## src/rtl/pipeline_hazard_arbiter.sv

```systemverilog
// Stall/flush/redirect arbiter for an in-order front end.
// Older stages win; a recovery FSM keeps younger stages flushed.
module pipeline_hazard_arbiter #(
  parameter int NUM_STAGES      = 4,
  parameter int PC_W            = 32,
  parameter int RECOVERY_CYCLES = 1,
  parameter int CNT_W           = 16
) (
  input  logic                        clk,
  input  logic                        rst,
  input  logic [NUM_STAGES-1:0]       stage_stall_req,
  input  logic [NUM_STAGES-1:0]       stage_flush_req,
  input  logic [NUM_STAGES-1:0]       redirect_valid,
  input  logic [NUM_STAGES*PC_W-1:0]  redirect_pc,
  input  logic                        cnt_clear,
  output logic [NUM_STAGES-1:0]       hc_stall,
  output logic [NUM_STAGES-1:0]       hc_flush,
  output logic                        load_pc_we,
  output logic [PC_W-1:0]             load_pc_new_pc,
  output logic                        recovering,
  output logic [NUM_STAGES*CNT_W-1:0] stall_evt_cnt,
  output logic [CNT_W-1:0]            redirect_cnt
);

  localparam int SW = (NUM_STAGES > 1) ? $clog2(NUM_STAGES) : 1;
  localparam int CW = (RECOVERY_CYCLES > 0) ?
                      $clog2(RECOVERY_CYCLES + 1) : 1;
  localparam bit HAS_REC = (RECOVERY_CYCLES > 0);

  localparam logic [0:0] IDLE    = 1'b0;
  localparam logic [0:0] RECOVER = 1'b1;

  localparam logic [CNT_W-1:0] CNT_MAX = '1;

  logic [0:0]            state;
  logic [SW-1:0]         rec_stage;
  logic [CW-1:0]         rec_cnt;
  logic                  rec_on;
  logic                  win;
  logic [SW-1:0]         win_k;
  logic [PC_W-1:0]       win_pc;
  logic [SW-1:0]         sq_lim;
  logic [NUM_STAGES-1:0] prev_stall;
  logic [CNT_W-1:0]      scnt [NUM_STAGES];

  assign rec_on     = (state == RECOVER);
  assign recovering = rec_on;

  // Scan upward so the oldest accepted requester is left holding win_k.
  always_comb begin
    win    = 1'b0;
    win_k  = '0;
    win_pc = '0;
    for (int k = 0; k < NUM_STAGES; k++) begin
      if (redirect_valid[k] && (!rec_on || SW'(k) >= rec_stage)) begin
        win    = 1'b1;
        win_k  = SW'(k);
        win_pc = redirect_pc[k*PC_W +: PC_W];
      end
    end
  end

  assign load_pc_we     = win;
  assign load_pc_new_pc = win_pc;

  // A new winner is never below rec_stage, so it always sets the boundary.
  always_comb begin
    sq_lim = '0;
    if (rec_on) sq_lim = rec_stage;
    if (win)    sq_lim = win_k;
  end

  always_comb begin
    logic older;
    older    = 1'b0;
    hc_stall = '0;
    hc_flush = '0;
    for (int i = NUM_STAGES - 1; i >= 0; i--) begin
      if (SW'(i) < sq_lim) begin
        hc_stall[i] = 1'b0;
        hc_flush[i] = 1'b1;
      end else begin
        hc_stall[i] = stage_stall_req[i] | older;
        hc_flush[i] = stage_flush_req[i] & ~older;
      end
      older = hc_stall[i];
    end
  end

  always_ff @(posedge clk) begin
    if (rst) begin
      state     <= IDLE;
      rec_stage <= '0;
      rec_cnt   <= '0;
    end else begin
      case (state)
        IDLE: begin
          if (win && HAS_REC) begin
            state     <= RECOVER;
            rec_stage <= win_k;
            rec_cnt   <= CW'(RECOVERY_CYCLES);
          end
        end
        default: begin
          if (win) begin
            rec_stage <= win_k;
            rec_cnt   <= CW'(RECOVERY_CYCLES);
          end else if (rec_cnt == CW'(1)) begin
            state     <= IDLE;
            rec_stage <= '0;
            rec_cnt   <= '0;
          end else begin
            rec_cnt   <= rec_cnt - 1'b1;
          end
        end
      endcase
    end
  end

  always_ff @(posedge clk) begin
    if (rst) begin
      prev_stall   <= '0;
      redirect_cnt <= '0;
      for (int i = 0; i < NUM_STAGES; i++) scnt[i] <= '0;
    end else begin
      prev_stall <= stage_stall_req;
      if (cnt_clear) begin
        redirect_cnt <= '0;
        for (int i = 0; i < NUM_STAGES; i++) scnt[i] <= '0;
      end else begin
        if (win && redirect_cnt != CNT_MAX)
          redirect_cnt <= redirect_cnt + 1'b1;
        for (int i = 0; i < NUM_STAGES; i++)
          if (stage_stall_req[i] && !prev_stall[i] && scnt[i] != CNT_MAX)
            scnt[i] <= scnt[i] + 1'b1;
      end
    end
  end

  for (genvar g = 0; g < NUM_STAGES; g++) begin : g_cnt
    assign stall_evt_cnt[g*CNT_W +: CNT_W] = scnt[g];
  end

endmodule
```

## config.mk

```make
export PLATFORM = sky130hd
export DESIGN_NAME = pipeline_hazard_arbiter
export DESIGN_NICKNAME = d
export VERILOG_FILES = /design/src/rtl/pipeline_hazard_arbiter.sv
export SDC_FILE = /design/constraint.sdc
export NUM_CORES = 1
export LEC_CHECK = 0
export ABC_AREA = 1
export CORE_MARGIN = 2
export CORE_UTILIZATION = 43
export DETAILED_ROUTE_END_ITERATION = 10
export PLACE_DENSITY = 0.91
export SYNTH_ARGS = -nofsm -noshare
export SYNTH_HDL_FRONTEND = slang
export SYNTH_SLANG_ARGS = --single-unit
```

## constraint.sdc

```tcl
create_clock -name clk -period 4 [get_ports clk]
set_input_delay 0.8 -clock clk [delete_from_list [all_inputs] [get_ports clk]]
set_output_delay 0.8 -clock clk [all_outputs]
set_load 0.02 [all_outputs]
```

==> results.ini, run 1 <==
[run_status]
run_status = finished clean

[worst_setup_path]
critPathKind = in2out
critical_path_required_ns = 3.20
worstReg2RegStart = scnt[1][0]$_SDFFCE_PN0P_
timing.critical_path.arrival_ns = 2.89
cp-end-kind = output pin
critPathLaunch = redirect_valid[2]
startpoint_type = input pin
critical_path.max_fanout = 32

[synthesis]
synth_enable_flop_cells = 48
post_synth.cell_area_avg_um2 = 7.403
syn-cell-area_um2 = 5715
synth_ff_type = sky130_fd_sc_hd__edfxtp_1
synthTopCellsByCount = sky130_fd_sc_hd__nand2_1 (195), sky130_fd_sc_hd__nor2_1 (92), sky130_fd_sc_hd__nand3_1 (81)
yosys.cell_count.top_type = sky130_fd_sc_hd__nand2_1
synth-async-reset-ratio = 0
number_of_storage_elements_in_the_synthesis_netlist = 88
yosysWarningCount = 0
synthesis.instances = 772
postSynthNetCount = 920
yosys.area.top_type = sky130_fd_sc_hd__edfxtp_1
synth-seq-area-share = 0.3923
synth_top_cells_by_area = sky130_fd_sc_hd__edfxtp_1 (25%), sky130_fd_sc_hd__dfxtp_1 (14%), sky130_fd_sc_hd__nand2_1 (13%)
synth_top_area_share = 0.2522
ys_types = 41

[global_routing]
grt_antenna_before_repair = 0
grt_start_max_net_pins = 34
grtUsageMet1 = 0.3829
grt.busiest_layer = met2
met2_usage = 0.3851
grt_first_pass_wirelength_um = 29750
globalRouteOverflowTotal = 0
track_usage = 0.2604
grt_pass1_vias = 5792
grtUsageMet3 = 0.06705

[floorplan]
fp.coreArea_um2 = 13090
dieArea_um2 = 14230
die_width_um = 119.3
starting_utilization_of_the_core_area = 0.4368
die_y_um = 119.3
boundaryPins = 265
count_of_standard_cell_rows = 42

[routing]
detail_route.drc_violations = 0
detail-route-antenna-nets = 0
wl_per_cell_um = 15.89
vias_per_cell = 5.246
drt_first_iter_violations = 589
vias_after_detailed_routing = 6343
finalWirelength_um = 19210
drtPass1Iterations = 7

[place]
postPlaceCellArea_um2 = 8486
pre_cts_ws_ns = 0.3528
post-dp-hpwl_um = 14740
numPortBuffers = 262
globalplace.congestion = 0.9239

[sta]
setup_repair_after_global_routing_missed_its_margin = no
fin_crit_ns = 3.694
timing_max_transition_violations_final = 0
worst_slew_pin_slew_ns = 0.6828
fmax_ghz = 0.2707
finalWorstSetupSlack_ns = 0.3063
totalNegativeSetupSlack_ns = 0
slew_headroom = 0.5448
setup_viol = 0
clock_skew_ns = 0.004482
hold_violations = 0
final.period_utilization = 0.9234

[power_and_ir_drop]
power.ir.vdd_worst_mv = 0.2313
power_density_nw_per_um2 = 278.6
power.static_leakage_nw = 3.312

[flow_run]
cap_violations = 0

[clock_network]
cts-root-to-sink-buffers = 2
htree_levels = 3
post_cts_resized = 0
tritoncts = done
clk_latency_ns = 0.33
postCtsSetupRepairBufs = 0
cts.root.buffer_cell = sky130_fd_sc_hd__clkbuf_16
number_of_buffers_created_by_cts = 9
clock-sinks = 88
count_of_hold_fix_buffers_inserted_at_cts = 0
clk_pin_slew_ns = 0.06

[layout]
fillCellCount = 1036
fin_nets = 1176
postLayoutCellArea_um2 = 8776
final_antenna_diode_count = 0
areaGrowthSynthToFinish_pct = 53.55
final_layout_size_suffix_gt1_frac = 0.06196

[hold_path]
hold_start = scnt[2][9]$_SDFFE_PP0P_
hold_path.class = reg2reg

-- final cells by class --
class	instances	area [um^2]	share of cell area
multi-input cells	578	3005	0.3425
inverters	76	285.3	0.03251
clock inverters	5	57.56	0.006558
well taps	176	220.2	0.02509
flip-flops and latches	88	2242	0.2555
clock buffers	11	232.7	0.02652
repair buffers	275	2733	0.3114
-- power by group --
group | switching (mW) | leakage (nW) | internal, mW
logic | 0.282 | 2.32 | 0.307
clock network | 0.340 | 0.128 | 0.483
registers | 0.0438 | 0.863 | 0.990
-- state kept, by name, indices dropped and copies added, names as in the netlist --
name / count
prev_stall: 4
rec_cnt: 1
rec_stage: 2
recovering: 1
redirect_cnt: 16
scnt: 64
-- final timing paths --
kind,end,slack (ns),cells past startpoint
max,load_pc_new_pc[5],0.31,8
min,scnt[2][9]$_SDFFE_PP0P_,0.48,2
max reg2reg,scnt[1][10]$_SDFFCE_PN0P_,1.65,9
min reg2reg,scnt[2][9]$_SDFFE_PP0P_,0.48,2
-- logic make-up (layout without fill, tap and decap cells) --
group / after synthesis / count (layout) / synth area share
buffers and inverters: 106 / 367 / 0.08187
AO/OA/AOI/OAI: 96 / 96 / 0.1127
AND/OR/NAND/NOR: 439 / 439 / 0.3439
adder cells (fa/ha/maj): 5 / 5 / 0.01095
flip-flops: 88 / 88 / 0.3923
XOR/XNOR: 38 / 38 / 0.05823
-- placed cells by master, fill, tap and decap left out, drive strengths merged, types with 4 or more instances in the layout --
master,instances
xnor2,16
buf,13
a22oi,10
nor3b,6
nand4,16
a22o,31
o21ai,14
clkdlybuf4s50,262
dfxtp,40
clkinvlp,4
nor3,19
a21oi,34
xor2,22
nand3,84
inv,76
nor2,107
edfxtp,48
nand2,203
ha,5
clkbuf,11
-- routing by layer --
metal,part of all wire,vias to the layer above,wire length (um)
met1,0.45,2902,8717
li1,-,3085,-
met3,0.091,38,1756
met5,0,-,0
met4,0.016,0,310
met2,0.44,318,8427
-- metrics by stage --
stage	power (mW)	hold slack (ns)	util	std cells
2_1_floorplan	1.308	0.4453	-	772
3_3_place_gp	1.627	0.4488	0.6485	1193
3_5_place_dp	1.635	0.4690	0.6485	1193
4_1_cts	2.454	0.4788	0.6707	1209
5_1_grt	2.536	0.4880	0.6707	1209
6_report	2.445	0.4847	0.6707	1209
-- critical path, stage by stage --
cell,delay (ns)
sky130_fd_sc_hd__clkdlybuf4s50_1,0.56
sky130_fd_sc_hd__nand2_2,0.10
sky130_fd_sc_hd__inv_2,0.07
sky130_fd_sc_hd__buf_4,0.34
sky130_fd_sc_hd__a22o_1,0.23
sky130_fd_sc_hd__nand2_1,0.07
sky130_fd_sc_hd__nand3_1,0.11
sky130_fd_sc_hd__clkdlybuf4s50_1,0.61
Note: power is estimated with default switching activity, not from simulation.
==> inputs of run 2 (changes only) <==
--- a/config.mk
+++ b/config.mk
@@ -6,6 +6,8 @@
 export NUM_CORES = 1
 export LEC_CHECK = 0
 export ABC_AREA = 1
+export CAP_MARGIN = 0
+export CORE_ASPECT_RATIO = 0.5
 export CORE_MARGIN = 2
 export CORE_UTILIZATION = 43
 export DETAILED_ROUTE_END_ITERATION = 10
==> run 2 against run 1 <==
  * Global-route usage rose by 0.085 points
  * Combinational power barely moved
  * Final cell count fell by 0.58%
  * Flip-flop and latch count did not move
  * Final area barely moved
  * Register-to-register slack got worse by 0.56 ns
  * Clock skew rose by 0.0020 ns
  * Critical endpoint is now hc_stall[0]
  * Sequential power barely moved
  * Worst setup slack improved by 0.040 ns
  * Non-clock buffer count fell by 1
  * Count of clock-buffer cells in the layout did not move
  * Core utilization rose by 1.4 points
==> results.ini, run 2 (synthesis results as in run 1) <==
[sta]
fin_crit_ns = 3.654  ; -0.03966 ns
setup_repair_after_global_routing_missed_its_margin = no
clock_skew_ns = 0.006523  ; +0.002041 ns
fmax_ghz = 0.2737  ; +1.1%
worst_slew_pin_slew_ns = 0.9391  ; +0.2563 ns
slew_headroom = 0.3739  ; -0.1709
totalNegativeSetupSlack_ns = 0  ; unchanged
final.period_utilization = 0.9135  ; -0.009914
timing_max_transition_violations_final = 0  ; unchanged
setup_viol = 0  ; unchanged
hold_violations = 0  ; unchanged

[floorplan]
boundaryPins = 265  ; unchanged
fp.coreArea_um2 = 12810  ; -2.1%
dieArea_um2 = 14290  ; +0.39%
die_y_um = 85.52  ; -28%
starting_utilization_of_the_core_area = 0.4462  ; +0.009430
count_of_standard_cell_rows = 29  ; -31%
die_width_um = 167.0  ; +40%

[clock_network]
number_of_buffers_created_by_cts = 9  ; unchanged
clk_latency_ns = 0.33  ; about the same
tritoncts = done
cts-root-to-sink-buffers = 2  ; unchanged
cts.root.buffer_cell = sky130_fd_sc_hd__clkbuf_16
clock-sinks = 88  ; unchanged
postCtsSetupRepairBufs = 0  ; unchanged
htree_levels = 3  ; unchanged
post_cts_resized = 0  ; unchanged
count_of_hold_fix_buffers_inserted_at_cts = 0  ; unchanged
clk_pin_slew_ns = 0.07  ; about the same

[layout]
fillCellCount = 956  ; -7.7%
areaGrowthSynthToFinish_pct = 53.42  ; about the same
final_layout_size_suffix_gt1_frac = 0.06298  ; +0.001029
biggestRegsByFlops = scnt x64, redirect_cnt x16, prev_stall x4
final_antenna_diode_count = 0  ; unchanged
postLayoutCellArea_um2 = 8768  ; about the same
largest_register = scnt
largest_reg_flops = 64  ; unchanged
layout.cells.most_common = sky130_fd_sc_hd__clkdlybuf4s50_1
mostFrequentLayoutCells = sky130_fd_sc_hd__clkdlybuf4s50_1 (262), sky130_fd_sc_hd__nand2_1 (195), sky130_fd_sc_hd__nor2_1 (92), sky130_fd_sc_hd__nand3_1 (81), sky130_fd_sc_hd__inv_1 (71)
fin_nets = 1175  ; -0.085%

[worst_setup_path]
cp-end-kind = output pin
r2r_slack_ns = 1.09  ; -0.56 ns
timing.critical_path.arrival_ns = 2.85  ; -0.04 ns
worstReg2RegStart = scnt[1][0]$_SDFFCE_PN0P_
rr_endpoint = scnt[1][14]$_SDFFCE_PN0P_
startpoint_type = input pin
critical_path.max_fanout = 4  ; -88%
critPathKind = in2out
worst-r2r-cell-count = 8  ; -1
critical_path_required_ns = 3.20  ; about the same

[power_and_ir_drop]
power_density_nw_per_um2 = 282.0  ; +1.2%
share_clk_of_total_power = 0.345  ; +0.009
power.static_leakage_nw = 3.330  ; +0.53%
pwr-share-seq = 0.418  ; -0.005
power_switching_share = 0.2749  ; +0.002748
net-switching-power_uw = 679.6  ; +2.2%
finalPower_mw = 2.473  ; +1.1%
power.ir.vdd_worst_mv = 0.2539  ; +9.8%
internal_power_mw = 1.793  ; +0.76%
comb_power_share = 0.238  ; -0.003

[place]
globalplace.congestion = 0.9387  ; +1.6%
post-dp-hpwl_um = 15060  ; +2.2%
numPortBuffers = 262  ; unchanged
postPlaceCellArea_um2 = 8458  ; -0.32%

[global_routing]
grtUsageMet1 = 0.3280  ; -0.05493
grt_pass1_vias = 6012  ; +3.8%
grt_antenna_before_repair = 0  ; unchanged
track_usage = 0.2612  ; +0.0008498
grt_first_pass_wirelength_um = 30470  ; +2.4%
met2_usage = 0.4620  ; +0.07697
grt.busiest_layer = met2
globalRouteOverflowTotal = 0  ; unchanged
grt_start_max_net_pins = 33  ; -2.9%
grtUsageMet3 = 0.05030  ; -0.01675

[flow_run]
cap_violations = 0  ; unchanged

[hold_path]
hold_start = scnt[2][9]$_SDFFE_PP0P_
hold-path-cell-count = 2  ; unchanged
hold_path.class = reg2reg
min_to = scnt[2][9]$_SDFFE_PP0P_

[routing]
drt_first_iter_violations = 562  ; -4.6%
vias_per_cell = 5.292  ; +0.87%
finalWirelength_um = 19700  ; +2.5%
detail-route-antenna-nets = 0  ; unchanged
detail_route.drc_violations = 0  ; unchanged
vias_after_detailed_routing = 6361  ; +0.28%
wl_per_cell_um = 16.39  ; +3.1%
drtPass1Iterations = 5  ; -2

[run_status]
run_status = finished clean

==> run 2: power groups by stage <==
| stage | registers, mW | clock network (mW) | logic, mW |
|---|---|---|---|
| global placement | 1.05 | 0 | 0.571 |
| finish | 1.03 | 0.852 | 0.588 |
| detailed placement | 1.05 | 0 | 0.582 |
| floorplan | 1.08 | 0 | 0.227 |
| global route | 1.04 | 0.897 | 0.626 |
| CTS | 1.03 | 0.864 | 0.586 |
==> run 2: worst max-delay path by stage <==
stage / start / end / cells past startpoint
after detailed placement: redirect_valid[1] / hc_stall[0] / 8
after CTS: redirect_valid[1] / hc_stall[0] / 8
after floorplan: redirect_valid[3] / hc_stall[0] / 7
after global placement: redirect_valid[2] / hc_stall[0] / 10
final: redirect_valid[1] / hc_stall[0] / 8
after global routing: redirect_valid[1] / hc_stall[0] / 8
==> run 2: metal layers <==
layer | wire (um) | vias to the layer above
met1 | 7993 | 2959
met3 | 1414 | 49
met5 | 0 | -
met2 | 9790 | 273
met4 | 497 | 0
li1 | - | 3080
==> run 2: through the flow <==
stage               cells  hold WS [ns]  setup slack, ns  utilization
global route         1202        0.4809           0.2728       0.6846
CTS                  1202        0.4669           0.3591       0.6846
finish               1202        0.4680           0.3460       0.6846
global placement     1186        0.4470           0.4264       0.6604
floorplan             772        0.4453            1.325            -
detailed placement   1186        0.4569           0.3726       0.6604
==> run 2: worst max-delay path, stage by stage <==
cell,delay (ns)
sky130_fd_sc_hd__clkdlybuf4s50_1,0.52
sky130_fd_sc_hd__nand2_1,0.10
sky130_fd_sc_hd__nand2_1,0.13
sky130_fd_sc_hd__nor2_4,0.07
sky130_fd_sc_hd__a21oi_1,0.33
sky130_fd_sc_hd__nand2_1,0.09
sky130_fd_sc_hd__a21oi_1,0.19
sky130_fd_sc_hd__clkdlybuf4s50_1,0.64
==> run 2: layout make-up <==
class / instances / area [um^2] / share of cell area
repair buffers: 274 / 2713 / 0.3094
clock buffers: 11 / 275.3 / 0.03139
flip-flops and latches: 88 / 2242 / 0.2557
clock inverters: 5 / 35.03 / 0.003995
inverters: 76 / 285.3 / 0.03253
well taps: 170 / 212.7 / 0.02426
multi-input cells: 578 / 3005 / 0.3428
